## src/rtl/result_pkg.sv

```systemverilog
// Shared types and widths for the result reader: FSM state encoding, memory geometry, header default.
// RESULT_CHECKSUM_EN adds the CSUM state to the encoding.
package result_pkg;

  localparam int MEM_AW = 13;
  localparam int MEM_DW = 8;
  localparam logic [MEM_DW-1:0] HDR_BYTE_DEF = 8'hA5;

  typedef enum logic [2:0] {
    ST_IDLE    = 3'd0,
    ST_HDR     = 3'd1,
    ST_RD_REQ  = 3'd2,
    ST_RD_WAIT = 3'd3,
    ST_SEND    = 3'd4,
    ST_FIN     = 3'd5
`ifdef RESULT_CHECKSUM_EN
    , ST_CSUM  = 3'd6
`endif
  } state_t;

  // Result address wraps modulo the 13-bit memory space.
  function automatic logic [MEM_AW-1:0] res_addr(input logic [MEM_AW-1:0] base,
                                                  input logic [7:0]        idx);
    return base + MEM_AW'(idx);
  endfunction

endpackage

```

## src/rtl/result_reader_if.sv

```systemverilog
// Bundles the start/status, memory read and byte-stream signals of the result reader.
interface result_reader_if;

  logic                          start;
  logic                          mem_re;
  logic [result_pkg::MEM_AW-1:0] mem_raddr;
  logic [result_pkg::MEM_DW-1:0] mem_dout;
  logic [result_pkg::MEM_DW-1:0] tx_data;
  logic                          tx_valid;
  logic                          tx_ready;
  logic                          busy;
  logic                          done;

  modport master (
    input  start, mem_dout, tx_ready,
    output mem_re, mem_raddr, tx_data, tx_valid, busy, done
  );

  modport slave (
    output start, mem_dout, tx_ready,
    input  mem_re, mem_raddr, tx_data, tx_valid, busy, done
  );

endinterface

```

## src/rtl/result_tx_reg.sv

```systemverilog
// Outgoing byte register: holds tx_data/tx_valid until the sink accepts the byte.
module result_tx_reg
  import result_pkg::*;
(
  input  logic              clk,
  input  logic              rst_n,
  input  logic              load,
  input  logic [MEM_DW-1:0] load_data,
  input  logic              tx_ready,
  output logic [MEM_DW-1:0] tx_data,
  output logic              tx_valid,
  output logic              accept
);

  assign accept = tx_valid & tx_ready;

  // A load in the accept cycle replaces the byte back-to-back (checksum after last data byte).
  always_ff @(posedge clk or negedge rst_n) begin
    if (!rst_n) begin
      tx_data  <= '0;
      tx_valid <= 1'b0;
    end else if (load) begin
      tx_data  <= load_data;
      tx_valid <= 1'b1;
    end else if (accept) begin
      tx_valid <= 1'b0;
    end
  end

endmodule

```

## src/rtl/result_reader.sv

```systemverilog
// Result reader: sends a header byte, N_RES bytes read from memory, then finishes with a done pulse.
// Optional macro RESULT_CHECKSUM_EN appends HDR_BYTE XOR all data bytes before finishing.
module result_reader
  import result_pkg::*;
#(
  parameter int                N_RES     = 8,
  parameter logic [MEM_AW-1:0] BASE_ADDR = 13'd1,
  parameter logic [MEM_DW-1:0] HDR_BYTE  = HDR_BYTE_DEF
) (
  input  logic            clk,
  input  logic            rst_n,
  result_reader_if.master bus
);

  localparam logic [7:0] LAST_IDX = 8'(N_RES - 1);

  state_t            state_reg, state_next;
  logic [7:0]        idx_reg, idx_next;
  logic [MEM_AW-1:0] raddr_reg, raddr_next;
  logic              load;
  logic [MEM_DW-1:0] load_data;
  logic              accept;
  logic [MEM_DW-1:0] tx_data;
  logic              tx_valid;
`ifdef RESULT_CHECKSUM_EN
  logic [MEM_DW-1:0] csum_reg, csum_next;
`endif

  result_tx_reg u_tx (
    .clk       (clk),
    .rst_n     (rst_n),
    .load      (load),
    .load_data (load_data),
    .tx_ready  (bus.tx_ready),
    .tx_data   (tx_data),
    .tx_valid  (tx_valid),
    .accept    (accept)
  );

  always_comb begin
    state_next = state_reg;
    idx_next   = idx_reg;
    raddr_next = raddr_reg;
    load       = 1'b0;
    load_data  = HDR_BYTE;
`ifdef RESULT_CHECKSUM_EN
    csum_next  = csum_reg;
`endif
    case (state_reg)
      ST_IDLE: begin
        if (bus.start) begin
          state_next = ST_HDR;
          idx_next   = '0;
`ifdef RESULT_CHECKSUM_EN
          csum_next  = '0;
`endif
          load       = 1'b1;
          load_data  = HDR_BYTE;
        end
      end
      ST_HDR: begin
        if (accept) begin
          state_next = ST_RD_REQ;
          raddr_next = res_addr(BASE_ADDR, idx_reg);
        end
      end
      ST_RD_REQ: state_next = ST_RD_WAIT;
      ST_RD_WAIT: begin
        load       = 1'b1;
        load_data  = bus.mem_dout;
        state_next = ST_SEND;
      end
      ST_SEND: begin
        if (accept) begin
          idx_next = idx_reg + 8'd1;
`ifdef RESULT_CHECKSUM_EN
          csum_next = csum_reg ^ tx_data;
`endif
          if (idx_reg == LAST_IDX) begin
`ifdef RESULT_CHECKSUM_EN
            state_next = ST_CSUM;
            load       = 1'b1;
            load_data  = HDR_BYTE ^ csum_reg ^ tx_data;
`else
            state_next = ST_FIN;
`endif
          end else begin
            state_next = ST_RD_REQ;
            raddr_next = res_addr(BASE_ADDR, idx_next);
          end
        end
      end
`ifdef RESULT_CHECKSUM_EN
      ST_CSUM: begin
        if (accept) state_next = ST_FIN;
      end
`endif
      ST_FIN:  state_next = ST_IDLE;
      default: state_next = ST_IDLE;
    endcase
  end

  always_ff @(posedge clk or negedge rst_n) begin
    if (!rst_n) begin
      state_reg <= ST_IDLE;
      idx_reg   <= '0;
      raddr_reg <= '0;
`ifdef RESULT_CHECKSUM_EN
      csum_reg  <= '0;
`endif
    end else begin
      state_reg <= state_next;
      idx_reg   <= idx_next;
      raddr_reg <= raddr_next;
`ifdef RESULT_CHECKSUM_EN
      csum_reg  <= csum_next;
`endif
    end
  end

  // Status strobes decode straight from the state register, so reset clears them at once.
  assign bus.mem_re    = (state_reg == ST_RD_REQ);
  assign bus.mem_raddr = raddr_reg;
  assign bus.busy      = (state_reg != ST_IDLE);
  assign bus.done      = (state_reg == ST_FIN);
  assign bus.tx_data   = tx_data;
  assign bus.tx_valid  = tx_valid;

endmodule
```

## src/flat_wrapper.sv

```systemverilog
// flat-port wrapper written by rule: the top's interface ports become plain ports
module result_reader_flat import result_pkg::*;
#(
  parameter int                N_RES     = 8,
  parameter logic [MEM_AW-1:0] BASE_ADDR = 13'd1,
  parameter logic [MEM_DW-1:0] HDR_BYTE  = HDR_BYTE_DEF
)
  (clk, rst_n, bus_start, bus_mem_dout, bus_tx_ready, bus_mem_re, bus_mem_raddr, bus_tx_data, bus_tx_valid, bus_busy, bus_done);
  result_reader_if bus_i ();
  input  logic clk;
  input  logic rst_n;
  input wire logic [$bits(bus_i.start)-1:0] bus_start;
  input wire logic [$bits(bus_i.mem_dout)-1:0] bus_mem_dout;
  input wire logic [$bits(bus_i.tx_ready)-1:0] bus_tx_ready;
  output wire logic [$bits(bus_i.mem_re)-1:0] bus_mem_re;
  output wire logic [$bits(bus_i.mem_raddr)-1:0] bus_mem_raddr;
  output wire logic [$bits(bus_i.tx_data)-1:0] bus_tx_data;
  output wire logic [$bits(bus_i.tx_valid)-1:0] bus_tx_valid;
  output wire logic [$bits(bus_i.busy)-1:0] bus_busy;
  output wire logic [$bits(bus_i.done)-1:0] bus_done;
  assign bus_i.start = bus_start;
  assign bus_i.mem_dout = bus_mem_dout;
  assign bus_i.tx_ready = bus_tx_ready;
  assign bus_mem_re = bus_i.mem_re;
  assign bus_mem_raddr = bus_i.mem_raddr;
  assign bus_tx_data = bus_i.tx_data;
  assign bus_tx_valid = bus_i.tx_valid;
  assign bus_busy = bus_i.busy;
  assign bus_done = bus_i.done;
  result_reader #(.N_RES(N_RES), .BASE_ADDR(BASE_ADDR), .HDR_BYTE(HDR_BYTE)) u_core (.clk(clk), .rst_n(rst_n), .bus(bus_i));
endmodule
```

## config.mk

```make
export PLATFORM = sky130hd
export DESIGN_NAME = result_reader_flat
export DESIGN_NICKNAME = d
export VERILOG_FILES = /design/src/rtl/result_pkg.sv /design/src/rtl/result_reader_if.sv /design/src/rtl/result_tx_reg.sv /design/src/rtl/result_reader.sv /design/src/flat_wrapper.sv
export SDC_FILE = /design/constraint.sdc
export NUM_CORES = 1
export LEC_CHECK = 0
export CAP_MARGIN = 15
export CELL_PAD_IN_SITES_DETAIL_PLACEMENT = 0
export CELL_PAD_IN_SITES_GLOBAL_PLACEMENT = 1
export CORE_ASPECT_RATIO = 1.25
export CORE_MARGIN = 2
export CORE_UTILIZATION = 48
export CTS_CLUSTER_DIAMETER = 100
export DETAILED_ROUTE_END_ITERATION = 7
export DONT_BUFFER_PORTS = 1
export PLACE_DENSITY = 0.85
export SLEW_MARGIN = 20
export SYNTH_ARGS = -nofsm -noshare
export SYNTH_HDL_FRONTEND = slang
export SYNTH_HIERARCHICAL = 1
export SYNTH_SLANG_ARGS = --single-unit
export TNS_END_PERCENT = 5
```

## constraint.sdc

```tcl
create_clock -name clk -period 2.4 [get_ports clk]
set_input_delay 0.24 -clock clk [delete_from_list [all_inputs] [get_ports clk]]
set_output_delay 0.24 -clock clk [all_outputs]
set_load 0.05 [all_outputs]
```

==> metrics.md <==
| Metric | Value |
|---|---|
| Status | `complete, no violations` |
| Post-synthesis instance total | `197` |
| Leak | `0.9137 nW` |
| H-tree Lvls | `2` |
| Grt ovf | `0` |
| Number of setup violations in the final report | `0` |
| Seq. cell area | `725.7 um^2` |
| Crit start category | `flop` |
| PD cells | `992.3 nW/um^2` |
| Post-cts sizing count | `0` |
| Post-synth top flop | `dfrtp_1` |
| Ys async rst share | `100.0%` |
| Via/cell ratio | `6.145` |
| Critical Path End Type | `flop` |
| Antenna Nets Post-Route | `0` |
| CTS Root Buffer Type | `clkbuf_8` |
| Final WL | `4220 um` |
| Die H | `73.56 um` |
| Critical path type | `flop to flop` |
| Max-cap viol count | `0` |
| Min-delay worst type | `input pin to flop` |
| Synthesis warning total | `6` |
| Maximum clock insertion buffer count | `2` |
| Mapped Area | `1858 um^2` |
| Largest net degree at the start of global routing | `30` |
| Number of synthesized flops with an enable pin | `0` |
| Initial antenna violation count | `0` |
| Post-synth cell types | `51` |
| # DRC | `0` |
| Clock sink count | `29` |
| First-pass GRT wire length | `6817 um` |
| Internal Power | `0.001090 W` |
| Final net count | `222` |
| Data required time of the worst path | `2.61 ns` |
| Layout overhead on the synthesized area | `10.17%` |
| Tcrit/Tclk final | `92.12%` |
| Hold Slack | `0.1271 ns` |
| Core ar. | `3754 um^2` |
| Die Span X | `59.65 um` |
| Setup Buffers After CTS | `0` |
| Maximum VDD drop | `0.3914 mV` |
| Sequential share of power | `42.2%` |
| Setup TNS after final layout | `0 ns` |
| Max Fanout on Critical Path | `4` |
| Post-DP HPWL | `3081 um` |
| Avg Cell Area, Syn | `9.432 um^2` |
| #FFs+latches synth | `29` |
| Tot GR Track Use | `20.52%` |
| Layout cell share with drive strength beyond 1 | `20.67%` |
| Clk pwr share | `18.9%` |
| Fillers | `331` |
| Final Max Tran Viols | `0` |
| Max reg flops | `9` |
| N_diodes | `0` |
| Net switching power | `0.0009408 W` |
| Vias | `1524` |
| Vias in the first global route | `1483` |
| Hold_buf cts | `2` |
| TritonRoute pass-1 iters | `5` |
| Sequential fraction of the synthesis area | `39.06%` |
| WP data arrival | `2.42 ns` |
| Routability cong. | `0.8543` |
| Row count | `25` |
| Fin crit period | `2.211 ns` |
| Initial Util | `49.50%` |
| CTS tree | `done` |
| I/O Buffers | `0` |
| Clock Pin Slew Worst Setup and Hold Paths | `0.07 ns` |
| Switch share | `46.32%` |
| RSZ-0062 raised after global routing | `false` |
| Combinational power share | `38.9%` |
| CTS Buf Count | `5` |
| Die area | `4388 um^2` |
| IO Pins | `37` |
| Detailed Route Iter0 Violations | `57` |
| Area of the multi-input gates | `1011 um^2` |
| Routed wire length per instance | `17.02 um` |
| Skew final | `0.006929 ns` |
| Clock insertion delay at the later pin of the skew report | `0.28 ns` |
| Fin. Hold Viols | `0` |
| Fmax | `452.3 MHz` |
-- final cells by class --
class,count,share of cell area (%)
Multi-Input combinational cell,146,49.39
Sequential cell,29,35.45
Timing Repair Buffer,18,7.335
Clock buffer,6,3.545
Tap cell,40,2.445
Inverter,7,1.345
Clock inverter,2,0.4890
-- layout by cell type (no fill, tap or decap), drive strengths merged, types with 3 or more instances in the layout --
cell type and instances:
and3 3, o41ai 3, nor4bb 3, clkinv 3, dfrtp 29, xnor2 5, nor3 4, nand2b 3
clkbuf 6, nor2 10, or3 5, conb 4, mux2 11, ha 3, nand2 23, o31ai 6
a21oi 3, nand3 6, inv 6, o21ai 12, a211o 5, o22ai 3, and2 8, buf 17
-- critical path, cell delays in order, from the launching register on --
cell	delay (ns)
dfrtp_1	0.39
ha_1	0.28
or4bb_1	0.52
nand2_1	0.10
ha_1	0.21
and2_1	0.20
nor4bb_1	0.28
a22o_1	0.16
-- routing by layer --
metal / part of all wire [%] / track usage [%]
met1: 41 / 23.19
met2: 53 / 36.71
met3: 5.5 / 4.401
met4: 0.59 / 7.901
met5: 0 / 0
-- per-stage QoR --
stage          cell area [um^2]  total power [W]  utilization, %  worst slack (ns)  std cells
2_1_floorplan              1869         0.001468               -            0.2344        200
3_3_place_gp               1934         0.001609           51.53            0.2997        238
4_1_cts                    2047         0.002042           54.53            0.1942        248
6_report                   2047         0.002031           54.53            0.1892        248
5_1_grt                    2047         0.002144           54.53           0.03620        248
3_5_place_dp               1934         0.001629           51.53            0.2177        238
-- power by group through the flow --
stage / registers [W] / clock network (W) / logic [W]
after floorplan: 0.000861 / 0 / 0.000607
after global placement: 0.000859 / 0 / 0.000751
after detailed placement: 0.000866 / 0 / 0.000763
after CTS: 0.000857 / 0.000403 / 0.000782
after global routing: 0.000868 / 0.000432 / 0.000845
final: 0.000856 / 0.000384 / 0.000791
-- final timing paths --
path,startpoint,to,slack [ns],cells after the start
max in group asynchronous,rst_n,u_core/idx_reg[5],1.81,2
worst max register to register,u_core/idx_reg[1],u_core/bus.mem_raddr[8],0.19,7
min in group asynchronous,rst_n,u_core/idx_reg[1],0.43,2
worst max-delay path,u_core/idx_reg[1],u_core/bus.mem_raddr[8],0.19,7
worst min register to register,u_core/idx_reg[7],u_core/idx_reg[7],0.54,1
worst min-delay path,bus_tx_ready,u_core/u_tx/tx_valid,0.13,2
-- Yosys cell counts, drive strengths merged (2+ instances only) --
master | count | share of area (%)
dfrtp | 29 | 39
nand2 | 23 | 4.6
o21ai | 12 | 3.2
buf | 11 | 4.2
mux2 | 11 | 8.3
nor2 | 10 | 2.0
and2 | 8 | 2.7
clkbuf | 7 | 1.4
inv | 6 | 1.2
nand3 | 6 | 1.6
o31ai | 6 | 2.7
a211o | 5 | 2.4
or3 | 5 | 1.7
xnor2 | 5 | 2.4
nor3 | 4 | 1.3
a21oi | 3 | 0.81
and3 | 3 | 1.0
ha | 3 | 2.0
nand2b | 3 | 1.0
nor4bb | 3 | 1.6
o22ai | 3 | 1.0
o41ai | 3 | 1.4
a21o | 2 | 0.88
a31oi | 2 | 0.67
nand4 | 2 | 0.67
nand4b | 2 | 0.94
nor2b | 2 | 0.67
or4 | 2 | 1.0
-- logic make-up after synthesis --
| kind of cell | count (synthesis) | synth area share (%) |
|---|---|---|
| AND/OR/NAND/NOR | 78 | 23.44 |
| XOR/XNOR | 6 | 2.828 |
| other | 1 | 0.2018 |
| adder cells (fa/ha/maj) | 3 | 2.020 |
| flip-flops | 29 | 39.06 |
| buffers and inverters | 25 | 7.138 |
| multiplexers | 11 | 8.283 |
| AO/OA/AOI/OAI | 44 | 17.04 |
Power figures use the tool's default switching activity.
